**src/rtl/rank_order_pkg.sv**
```systemverilog
// Shared constants and helpers for the 3x3 rank-order selector.
package rank_order_pkg;

    localparam int N_TAPS               = 9;
    localparam int RANK_W               = 4;
    localparam int DEFAULT_ORDER_MEDIAN = 5;

    localparam logic [RANK_W-1:0] MAX_RANK_IDX = RANK_W'(N_TAPS - 1);

    // Converts a 1-based requested rank into a 0-based rank index.
    // Zero is treated as the minimum and anything above nine as the maximum.
    function automatic logic [RANK_W-1:0] clampRankIndex(input logic [RANK_W-1:0] order);
        logic [RANK_W-1:0] idx;
        if (order == '0) begin
            idx = '0;
        end else if (order > RANK_W'(N_TAPS)) begin
            idx = MAX_RANK_IDX;
        end else begin
            idx = order - RANK_W'(1);
        end
        return idx;
    endfunction

endpackage

```
**src/rtl/rank_count.sv**
```systemverilog
// Computes the unique ascending rank of one window sample against the
// other eight. Equal values are ordered by their original window index,
// so the nine ranks always form a permutation of 0..8.
module rank_count
    import rank_order_pkg::*;
#(
    parameter int DATA_W = 8
) (
    input  logic [DATA_W-1:0]               iSample,
    input  logic [RANK_W-1:0]               iIndex,
    input  logic [N_TAPS-2:0][DATA_W-1:0]   iOthers,
    output logic [RANK_W-1:0]               oRank
);

    logic [RANK_W-1:0] w_count;

    // Others slot k holds original index k below our own index and k+1 at or
    // above it, so "earlier equal sample" reduces to k < iIndex.
    always_comb begin
        w_count = '0;
        for (int k = 0; k < N_TAPS - 1; k++) begin
            if ((iOthers[k] < iSample) ||
                ((iOthers[k] == iSample) && (RANK_W'(k) < iIndex))) begin
                w_count = w_count + RANK_W'(1);
            end
        end
    end

    assign oRank = w_count;

endmodule

```
**src/rtl/rank_order_unit.sv**
```systemverilog
// Three-stage pipelined rank-order selector for a 3x3 window.
// Stage 1 registers the samples and clamped rank index, stage 2 registers
// the per-sample ranks, stage 3 registers the sample whose rank matches.
module rank_order_unit
    import rank_order_pkg::*;
#(
    parameter int DATA_W = 8
) (
    input  logic                iClk,
    input  logic                iRst,
    input  logic [RANK_W-1:0]   iOrder,
    input  logic [DATA_W-1:0]   iNum1,
    input  logic [DATA_W-1:0]   iNum2,
    input  logic [DATA_W-1:0]   iNum3,
    input  logic [DATA_W-1:0]   iNum4,
    input  logic [DATA_W-1:0]   iNum5,
    input  logic [DATA_W-1:0]   iNum6,
    input  logic [DATA_W-1:0]   iNum7,
    input  logic [DATA_W-1:0]   iNum8,
    input  logic [DATA_W-1:0]   iNum9,
    output logic [DATA_W-1:0]   oValue
);

    logic [N_TAPS-1:0][DATA_W-1:0] w_inSamples;

    logic [N_TAPS-1:0][DATA_W-1:0] r_s1Samples;
    logic [RANK_W-1:0]             r_s1Order;

    logic [N_TAPS-1:0][RANK_W-1:0] w_ranks;

    logic [N_TAPS-1:0][DATA_W-1:0] r_s2Samples;
    logic [N_TAPS-1:0][RANK_W-1:0] r_s2Ranks;
    logic [RANK_W-1:0]             r_s2Order;

    logic [DATA_W-1:0]             w_selected;
    logic [DATA_W-1:0]             r_value;

    // Element 0 is iNum1; the index only matters for tie-breaking.
    assign w_inSamples = {iNum9, iNum8, iNum7, iNum6, iNum5,
                          iNum4, iNum3, iNum2, iNum1};

    // Stage 1: capture the window and the clamped rank index.
    always_ff @(posedge iClk) begin
        if (iRst) begin
            r_s1Samples <= '0;
            r_s1Order   <= '0;
        end else begin
            r_s1Samples <= w_inSamples;
            r_s1Order   <= clampRankIndex(iOrder);
        end
    end

    // Nine rank counters, each seeing its own sample plus the other eight.
    for (genvar g = 0; g < N_TAPS; g++) begin : gRank
        logic [N_TAPS-2:0][DATA_W-1:0] w_others;

        for (genvar k = 0; k < N_TAPS - 1; k++) begin : gOther
            assign w_others[k] = r_s1Samples[(k < g) ? k : k + 1];
        end

        rank_count #(
            .DATA_W (DATA_W)
        ) uRankCount (
            .iSample (r_s1Samples[g]),
            .iIndex  (RANK_W'(g)),
            .iOthers (w_others),
            .oRank   (w_ranks[g])
        );
    end

    // Stage 2: register ranks with their samples and the travelling order.
    always_ff @(posedge iClk) begin
        if (iRst) begin
            r_s2Samples <= '0;
            r_s2Ranks   <= '0;
            r_s2Order   <= '0;
        end else begin
            r_s2Samples <= r_s1Samples;
            r_s2Ranks   <= w_ranks;
            r_s2Order   <= r_s1Order;
        end
    end

    // One-hot select: exactly one rank equals the order, so an OR-reduce
    // of the masked samples yields that sample.
    always_comb begin
        w_selected = '0;
        for (int i = 0; i < N_TAPS; i++) begin
            w_selected = w_selected |
                (r_s2Samples[i] & {DATA_W{r_s2Ranks[i] == r_s2Order}});
        end
    end

    // Stage 3: register the selected sample as the output.
    always_ff @(posedge iClk) begin
        if (iRst) begin
            r_value <= '0;
        end else begin
            r_value <= w_selected;
        end
    end

    assign oValue = r_value;

endmodule

```
**config.mk**
```make
export PLATFORM = sky130hd
export DESIGN_NAME = rank_order_unit
export DESIGN_NICKNAME = d
export VERILOG_FILES = /design/src/rtl/rank_order_pkg.sv /design/src/rtl/rank_count.sv /design/src/rtl/rank_order_unit.sv
export SDC_FILE = /design/constraint.sdc
export NUM_CORES = 1
export LEC_CHECK = 0
export CORE_UTILIZATION = 35
export CTS_CLUSTER_SIZE = 12
export DETAILED_ROUTE_END_ITERATION = 7
export MAX_ROUTING_LAYER = met4
export PLACE_DENSITY = 0.58
export SYNTH_ARGS = -nofsm -noshare
export SYNTH_HDL_FRONTEND = slang
export SYNTH_SLANG_ARGS = --single-unit
```
**constraint.sdc**
```tcl
create_clock -name iClk -period 4.4 [get_ports iClk]
set_input_delay 1.32 -clock iClk [delete_from_list [all_inputs] [get_ports iClk]]
set_output_delay 1.32 -clock iClk [all_outputs]
set_load 0.01 [all_outputs]
```
==> flow_summary.toml, run 1 <==
[placement]
dp.final_hpwl_um = 54200
place.gp.congestion = 1.00
io_buffers = 85
place.detailed.instances = 3137

[critical_path]
cell_breakdown_of_the_critical_path = "inv_6 > buf_6 > ha_4 > o21a_1 > nor2_1 > o41a_1 > buf_4 > buf_4 > buf_6 > ha_4 > and2_4 > a32o_2 > or2_4 > ha_4 > xnor3_1 > nor2_1 > a211o_1 > ha_4 > or3_1 > a21o_1 > a211oi_2 > xnor2_1 > nor2_1"
crit_fanout = 3
path_common_cell = "ha_4"
cpPeakStageDelay_ns = 0.39
reg2reg_depth = 23
critPathSlowestCell = "dfxtp_4"
critical_path_buf_inv_count = 5
worstSetupStartpointType = "flip-flop"
required_ns = 4.80
critical_path_cell_count = 23
worst-endpoint-arrival_ns = 5.03
path_delay_family = "compound AO/OA/AOI/OAI gates"
criticalPathCategory = "reg -> reg"
endpoint_kind = "flip-flop"

[floorplanning]
dieHeight_um = 226
fp.dieArea_um2 = 50900
floorplan.initialDensity_pct = 35.6
die_w_um = 226
io-pin-count = 86
core-area_um2 = 49200
placementRows = 81

[detailed_routing]
drt-total-wl_um = 68500
post_drt_via_cell_ratio = 5.37
initialDrtViolationCount = 840
vias = 17600
remaining_drc_errors = 0
routedWlPerCell_um = 20.9
route.antenna.remaining_nets = 0
dr_pass1_iterations = 7

[sta]
slew_headroom_pct = 9.53
post-route-worst-setup-slack_ns = -0.235
grt_setup_unrepaired = "true"
worst_hold_slack_ns = 0.438
finalSetupViolations = 17
worst_pin_slew_ns = 1.34
achievable-frequency_ghz = 0.216
skew_ns = 0.0160
final_critical_path_share_of_the_clock_period_pct = 105
hold_viol = 0
shortest_period_the_worst_path_allows_ns = 4.64
slew_violations = 0

[synthesis]
syn_inst = 2010
synth-edff-count = 0
synth.distinct_cells = 89
synth_async_sr_flop_share_pct = 0
seq_area_frac_synth_pct = 22.4
synth.net_count = 2441
synthesis.area_um2 = 17500
avg_synthesized_cell_area_um2 = 8.71
synth_warnings = 0
synth_seq_cells = 196
ys_dominant_reg_cell = "dfxtp_1"

[clock_network]
clock_tree_root = "clkbuf_16"
worstSkewPairLatency_ns = 0.51
hold_buffer_count_at_cts = 0
htree_levels = 4
cts_tree = "built"
cts.sinks = 196
reg_clk_slew_reported_paths_ns = 0.09
cts-buffers-inserted = 17
clock_tree.buffer_depth = 2

[grt]
grt-ovfl-total = 0
first_global_vias = 17600
grt_antenna_before_repair = 2
grt_max_degree = 107
grt_pass1_wl_um = 102000
grt_usage_pct = 27.8

[layout]
final_core_utilization_pct = 53.4
n_fill_cell = 4397
commonest_non_fill_non_tap_cells_in_the_layout = "482 x buf_4, 264 x ha_1, 152 x nor2_1"
drive_gt1_share_pct = 37.5
area_growth_syn_to_layout_pct = 49.8
layoutNonFillerInstCount = 3271
final_net_count = 3025
antennaDiodeCount = 0
mostFrequentLayoutCell = "buf_4"

[power_and_ir_drop]
power.density_nw_per_um2 = 507
power.leakage_nw = 11.8
peakVddDrop_mv = 0.377

[outcome]
violations = "negative setup slack"
status = "finished with violations"

[min_path]
hold_path_class = "reg -> reg"
worst_hold_path.num_cells = 1

[job]
cap_viol_max_count = 0
[sequential cells by signal, summed over array words and instances, names as in the netlist]
register / cells
oValue: 8
r_s2Samples: 72
r_s2Order: 4
r_s2Ranks: 36
gRank.w_others: 72
r_s1Order: 4
[routing by layer]
layer / vias up / track usage (%) / part of all wire (%)
li1: 8489 / - / -
met1: 8531 / 32.6 / 43
met5: - / - / 0
met3: 118 / 3.37 / 4.4
met4: 0 / 11.5 / 3.9
met2: 440 / 47.8 / 49
[cell type report]
type / instances / area (um2) / share of cell area (%)
clock buffers: 17 / 425 / 1.62
well taps: 664 / 831 / 3.17
repair buffers: 606 / 5010 / 19.1
multi-input cells: 1646 / 15200 / 57.8
inverters: 127 / 529 / 2.02
clock inverters: 15 / 239 / 0.911
flip-flops and latches: 196 / 4040 / 15.4
[synthesized netlist by cell type (5+ instances only)]
library cell | n | area, um2
and4_1 | 6 | 52.6
mux2i_1 | 10 | 100
and2_1 | 16 | 100
a21o_1 | 50 | 375
a221oi_1 | 10 | 87.6
nand2_1 | 103 | 387
o21ai_1 | 5 | 25.0
o31a_1 | 9 | 78.8
xnor2_1 | 67 | 587
a22oi_1 | 12 | 90.1
a2111oi_0 | 8 | 70.1
nand3_1 | 33 | 165
dfxtp_1 | 196 | 3920
a31oi_1 | 17 | 106
nor2b_1 | 118 | 738
nor2_1 | 167 | 627
buf_1 | 6 | 22.5
a211oi_1 | 21 | 158
mux2_2 | 5 | 56.3
ha_1 | 353 | 4420
a31o_2 | 5 | 43.8
nor4_1 | 13 | 81.3
and3_1 | 11 | 68.8
or3_1 | 5 | 31.3
o211ai_1 | 16 | 120
xor2_1 | 62 | 543
a22o_1 | 8 | 70.1
a211o_1 | 9 | 78.8
or2_2 | 5 | 31.3
o21ai_0 | 74 | 370
inv_1 | 126 | 473
clkbuf_1 | 31 | 116
nor3_1 | 36 | 180
a21oi_1 | 114 | 571
a21boi_0 | 6 | 45.0
o21a_1 | 48 | 360
nand2b_1 | 38 | 238
a222oi_1 | 8 | 80.1
a41o_1 | 5 | 50.1
nand4_1 | 49 | 307
o31ai_1 | 12 | 90.1
o21bai_1 | 12 | 90.1
xnor3_1 | 16 | 360
[kinds of logic after synthesis]
kind of cell | count (synthesis) | share of synthesized area, %
buf+inv | 168 | 3.70
xor+xnor | 156 | 9.83
fa+ha+maj | 353 | 25.2
compound gates | 495 | 19.5
simple gates | 627 | 18.4
mux | 15 | 0.893
flops | 196 | 22.4
[through the flow]
step           instance area, um2  worst slack, ns  power (mW)  setup TNS [ns]
3_5_place_dp                22700           -0.530        9.44          -10.09
6_report                    26200           -0.235        13.3           -2.14
5_1_grt                     26200           -0.500        14.2           -7.40
2_1_floorplan               17900          -0.0401        6.68          -0.112
3_3_place_gp                22700           -0.450        9.27           -8.03
4_1_cts                     24900           -0.261        12.1           -1.48
[timing repair]
action,CTS,global route
setup endpoints to repair,27,27
buffers inserted,71,39
resized for setup,238,191
pin swaps,139,175
[where the power goes]
group	internal [mW]	switching (mW)
combinational	4.95	4.40
clock	0.822	0.975
sequential	2.00	0.145
total	7.77	5.52
[final timing paths]
check / startpoint / to / slack [ns]
worst max-delay path: gRank[1].w_others[2] / r_s2Ranks[23] / -0.24
worst min-delay path: r_s1Order[0] / r_s2Order[0] / 0.44
worst max register to register: gRank[1].w_others[2] / r_s2Ranks[23] / -0.24
worst min register to register: r_s1Order[0] / r_s2Order[0] / 0.44
[worst register-to-register path, cell delays in order, from the launching register on]
cell and delay, ns:
dfxtp_4 0.39, inv_6 0.05, buf_6 0.13, ha_4 0.26
o21a_1 0.10, nor2_1 0.04, o41a_1 0.39, buf_4 0.17
buf_4 0.14, buf_6 0.12, ha_4 0.23, and2_4 0.13
a32o_2 0.26, or2_4 0.25, ha_4 0.24, xnor3_1 0.20
nor2_1 0.04, a211o_1 0.32, ha_4 0.17, or3_1 0.34
a21o_1 0.19, a211oi_2 0.20, xnor2_1 0.14, nor2_1 0.06
No activity file was read; power rests on OpenSTA's default activity.
==> run 2: changes to the inputs <==
- SKIP_CTS_REPAIR_TIMING: unset -> 1
==> flow_summary.toml, run 2 (same netlist as run 1, synthesis figures left out) <==
[outcome]
status = "finished with violations"
violations = "negative setup slack"

[placement]
io_buffers = 85
dp.final_hpwl_um = 54200
place.detailed.instances = 3137
place.gp.congestion = 1.00
area_after_detailed_placement_um2 = 22700

[grt]
global_route.peak_usage_layer = "met2"
grt_max_degree = 107
grt_antenna_before_repair = 2
grt_util_met3_pct = 3.14
grt-ovfl-total = 0
first_global_vias = 16900
global_route.usage.met1_pct = 32.4
grt_pass1_wl_um = 98400
grt.met2_usage_pct = 45.1
grt_usage_pct = 27.0

[power_and_ir_drop]
peakVddDrop_mv = 0.360
power.switching_mw = 5.39
cellInternalPower_mw = 7.56
power.clock.fraction_pct = 13.9
combPwrFrac_pct = 69.6
power.density_nw_per_um2 = 506
p_seq_share_pct = 16.5
swShare_pct = 41.6
power.leakage_nw = 11.6

[layout]
final_core_utilization_pct = 52.1
design_area_um2 = 25600
mostFrequentLayoutCell = "buf_4"
multiInputGateArea_um2 = 14900
area_growth_syn_to_layout_pct = 46.1
sequential_cell_area_um2 = 4030
layoutNonFillerInstCount = 3227
drive_gt1_share_pct = 35.5
commonest_non_fill_non_tap_cells_in_the_layout = "441 x buf_4, 275 x ha_1, 153 x nor2_1"
antennaDiodeCount = 0
n_fill_cell = 4471
final_net_count = 2981

[floorplanning]
io-pin-count = 86
fp.dieArea_um2 = 50900
core-area_um2 = 49200
floorplan.initialDensity_pct = 35.6
dieHeight_um = 226
placementRows = 81
die_w_um = 226

[sta]
final_critical_path_share_of_the_clock_period_pct = 106
grt_setup_unrepaired = "true"
hold_viol = 0
worst_hold_slack_ns = 0.438
finalSetupViolations = 19
shortest_period_the_worst_path_allows_ns = 4.64
skew_ns = 0.0165
fin_tns_setup_ns = -2.24
achievable-frequency_ghz = 0.215
slew_headroom_pct = 18.1
worst_pin_slew_ns = 1.22
slew_violations = 0
post-route-worst-setup-slack_ns = -0.245

[critical_path]
crit_fanout = 3
criticalPathCategory = "reg -> reg"
required_ns = 4.77
endpoint_kind = "flip-flop"
critPathSlowestCell = "o31ai_4"
worstSetupStartpointType = "flip-flop"
worst-endpoint-arrival_ns = 5.01
rr_startpoint = "gRank[1].w_others[5]"
path_common_cell = "ha_4"
cpPeakStageDelay_ns = 0.51
timing.critical_path.from = "gRank[1].w_others[5]"

[detailed_routing]
vias = 17300
remaining_drc_errors = 0
drt-total-wl_um = 67600
route.antenna.remaining_nets = 0
initialDrtViolationCount = 866
routedWlPerCell_um = 20.9
dr_pass1_iterations = 7
post_drt_via_cell_ratio = 5.37

[job]
cap_viol_max_count = 0

[min_path]
timing.hold.worst.start = "r_s1Order[0]"
hold_path_class = "reg -> reg"

[clock_network]
cts_tree = "built"
reg_clk_slew_reported_paths_ns = 0.09
htree_levels = 4
cts.sinks = 196
cts-buffers-inserted = 17
clock_tree_root = "clkbuf_16"
clock_tree.buffer_depth = 2
worstSkewPairLatency_ns = 0.52
==> run 2: changes by cell type in the layout (fill, tap and decap cells not counted), moves of 3 or more <==
cell,before,now
buf_4,482,441
ha_1,264,275
ha_4,74,67
inv_4,9,4
a21oi_2,27,31
a21oi_4,6,2
ha_2,15,11
nand2_1,77,81
a31oi_2,2,5
inv_1,65,68
nand2_2,24,21
o21ai_1,16,19
==> run 2: stage by stage <==
step,worst slack (ns),total power [mW]
6_report,-0.245,13.0
5_1_grt,-0.483,13.9
4_1_cts,-0.555,11.3
3_5_place_dp,-0.530,9.44
3_3_place_gp,-0.450,9.27
2_1_floorplan,-0.0401,6.68
==> run 2: final cells by class <==
type / count / area share, %
inverters: 127 / 2.03
well taps: 664 / 3.25
multi-input cells: 1646 / 58.2
clock buffers: 17 / 1.66
flip-flops and latches: 196 / 15.8
repair buffers: 562 / 18.2
clock inverters: 15 / 0.934
==> run 2: per-layer routing <==
layer / vias to the layer above / wire [um]
met3: 124 / 2600
met2: 437 / 32400
met5: - / 0
met4: 0 / 3080
li1: 8397 / -
met1: 8378 / 29500
==> run 2: power by group through the flow <==
stage / logic, mW / clock network, mW / registers (mW)
6_report: 9.01 / 1.80 / 2.14
5_1_grt: 9.82 / 1.90 / 2.16
4_1_cts: 7.30 / 1.84 / 2.14
3_5_place_dp: 7.26 / 0 / 2.18
3_3_place_gp: 7.10 / 0 / 2.17
2_1_floorplan: 4.53 / 0 / 2.15
==> run 2: worst paths after layout <==
kind / end / slack, ns / cells past startpoint
worst max-delay path: r_s2Ranks[30] / -0.24 / 26
worst min-delay path: r_s2Order[0] / 0.44 / 1
worst max register to register: r_s2Ranks[30] / -0.24 / 26
worst min register to register: r_s2Order[0] / 0.44 / 1
==> run 2: critical path, delay by kind of cell, from the launching register on <==
kind	cells	cell delay (ns)
muxes	2	0.56
AOI/OAI and AO/OA	5	0.97
DFF	1	0.37
and+or+nand+nor	7	0.64
buffers and inverters	3	0.31
xor gates and xnor gates	4	0.61
adders and majority gates	5	1.02
==> run 3: changes to the inputs <==
- CORE_UTILIZATION: 35 -> 52
- PLACE_DENSITY: 0.58 -> 0.78
==> flow_summary.toml, run 3 (same netlist as run 1, synthesis figures left out) <==
[layout]
commonest_non_fill_non_tap_cells_in_the_layout = "418 x buf_4, 278 x ha_1, 155 x nor2_1"
area_growth_syn_to_layout_pct = 43.4
n_fill_cell = 2169
final_core_utilization_pct = 76.4
mostFrequentLayoutCell = "buf_4"
final_net_count = 2959
design_area_um2 = 25100
drive_gt1_share_pct = 34.6
antennaDiodeCount = 0

[critical_path]
criticalPathCategory = "reg -> reg"
required_ns = 4.77
cpPeakStageDelay_ns = 0.37
endpoint_kind = "flip-flop"
worst-endpoint-arrival_ns = 5.25
path_delay_family = "compound AO/OA/AOI/OAI gates"
crit_fanout = 5
critPathSlowestCell = "dfxtp_2"
worstSetupStartpointType = "flip-flop"
critical_path_buf_inv_count = 4

[min_path]
hold_path_class = "reg -> reg"

[sta]
slew_violations = 0
final_critical_path_share_of_the_clock_period_pct = 111
grt_setup_unrepaired = "true"
worst_pin_slew_ns = 1.31
achievable-frequency_ghz = 0.205
worst_hold_slack_ns = 0.442
slew_headroom_pct = 11.7
hold_viol = 0
skew_ns = 0.0143
shortest_period_the_worst_path_allows_ns = 4.88
finalSetupViolations = 25
post-route-worst-setup-slack_ns = -0.481
fin_tns_setup_ns = -5.83

[floorplanning]
io-pin-count = 86
die_w_um = 186
placementRows = 66
core-area_um2 = 32900
fp.dieArea_um2 = 34400
dieHeight_um = 186
floorplan.initialDensity_pct = 53.3

[clock_network]
reg_clk_slew_reported_paths_ns = 0.09
cts-buffers-inserted = 17
clock_tree.buffer_depth = 2
clock_tree_root = "clkbuf_16"
htree_levels = 4
cts_tree = "built"
worstSkewPairLatency_ns = 0.49
cts.sinks = 196

[grt]
grt_usage_pct = 36.8
grt_max_degree = 71
grt-ovfl-total = 0
first_global_vias = 17000
grt_pass1_wl_um = 92200
grt_antenna_before_repair = 0

[detailed_routing]
routedWlPerCell_um = 22.6
vias = 18400
route.antenna.remaining_nets = 0
drt-total-wl_um = 67400
initialDrtViolationCount = 1640
dr_pass1_iterations = 6
post_drt_via_cell_ratio = 6.17
remaining_drc_errors = 0

[outcome]
status = "finished with violations"
violations = "negative setup slack"

[job]
cap_viol_max_count = 0

[power_and_ir_drop]
peakVddDrop_mv = 0.521
power.leakage_nw = 11.5
power.density_nw_per_um2 = 517

[placement]
place.gp.congestion = 1.02
dp.final_hpwl_um = 49200
io_buffers = 85
area_after_detailed_placement_um2 = 22200
[run 3: cell type report]
| class | instances | area, um2 | area share, % |
|---|---|---|---|
| flip-flops and latches | 196 | 4020 | 16.0 |
| multi-input cells | 1646 | 14900 | 59.3 |
| clock buffers | 17 | 425 | 1.69 |
| inverters | 127 | 524 | 2.09 |
| well taps | 442 | 553 | 2.20 |
| clock inverters | 15 | 211 | 0.842 |
| repair buffers | 540 | 4490 | 17.9 |
[run 3: final timing paths]
check / start / to / slack [ns] / cells past startpoint
setup reg to reg: gRank[1].w_others[5] / r_s2Ranks[19] / -0.48 / 26
hold reg to reg: r_s1Order[2] / r_s2Order[2] / 0.44 / 1
hold / removal: r_s1Order[2] / r_s2Order[2] / 0.44 / 1
setup / recovery: gRank[1].w_others[5] / r_s2Ranks[19] / -0.48 / 26
[run 3: report_power, final]
group	internal, mW	switching [mW]	leakage, nW
Sequential	2.00	0.139	1.64
Clock	0.799	0.920	0.306
Combinational	4.66	4.47	9.53
[run 3: metrics by stage]
step	power [mW]	instances	setup WS (ns)
finish	13.0	2983	-0.481
global route	13.7	2983	-0.713
CTS	11.1	2919	-0.635
detailed placement	9.33	2887	-0.562
global placement	9.02	2887	-0.359
floorplan	6.68	2010	-0.0401
[run 3: routing by layer]
layer  wire, um  GRT usage, %  vias to the layer above
met4       5040          24.1                        0
met1      26100          42.8                     8776
met2      31000          59.7                      947
met5          0             -                        -
li1           -             -                     8354
met3       5320          4.70                      325
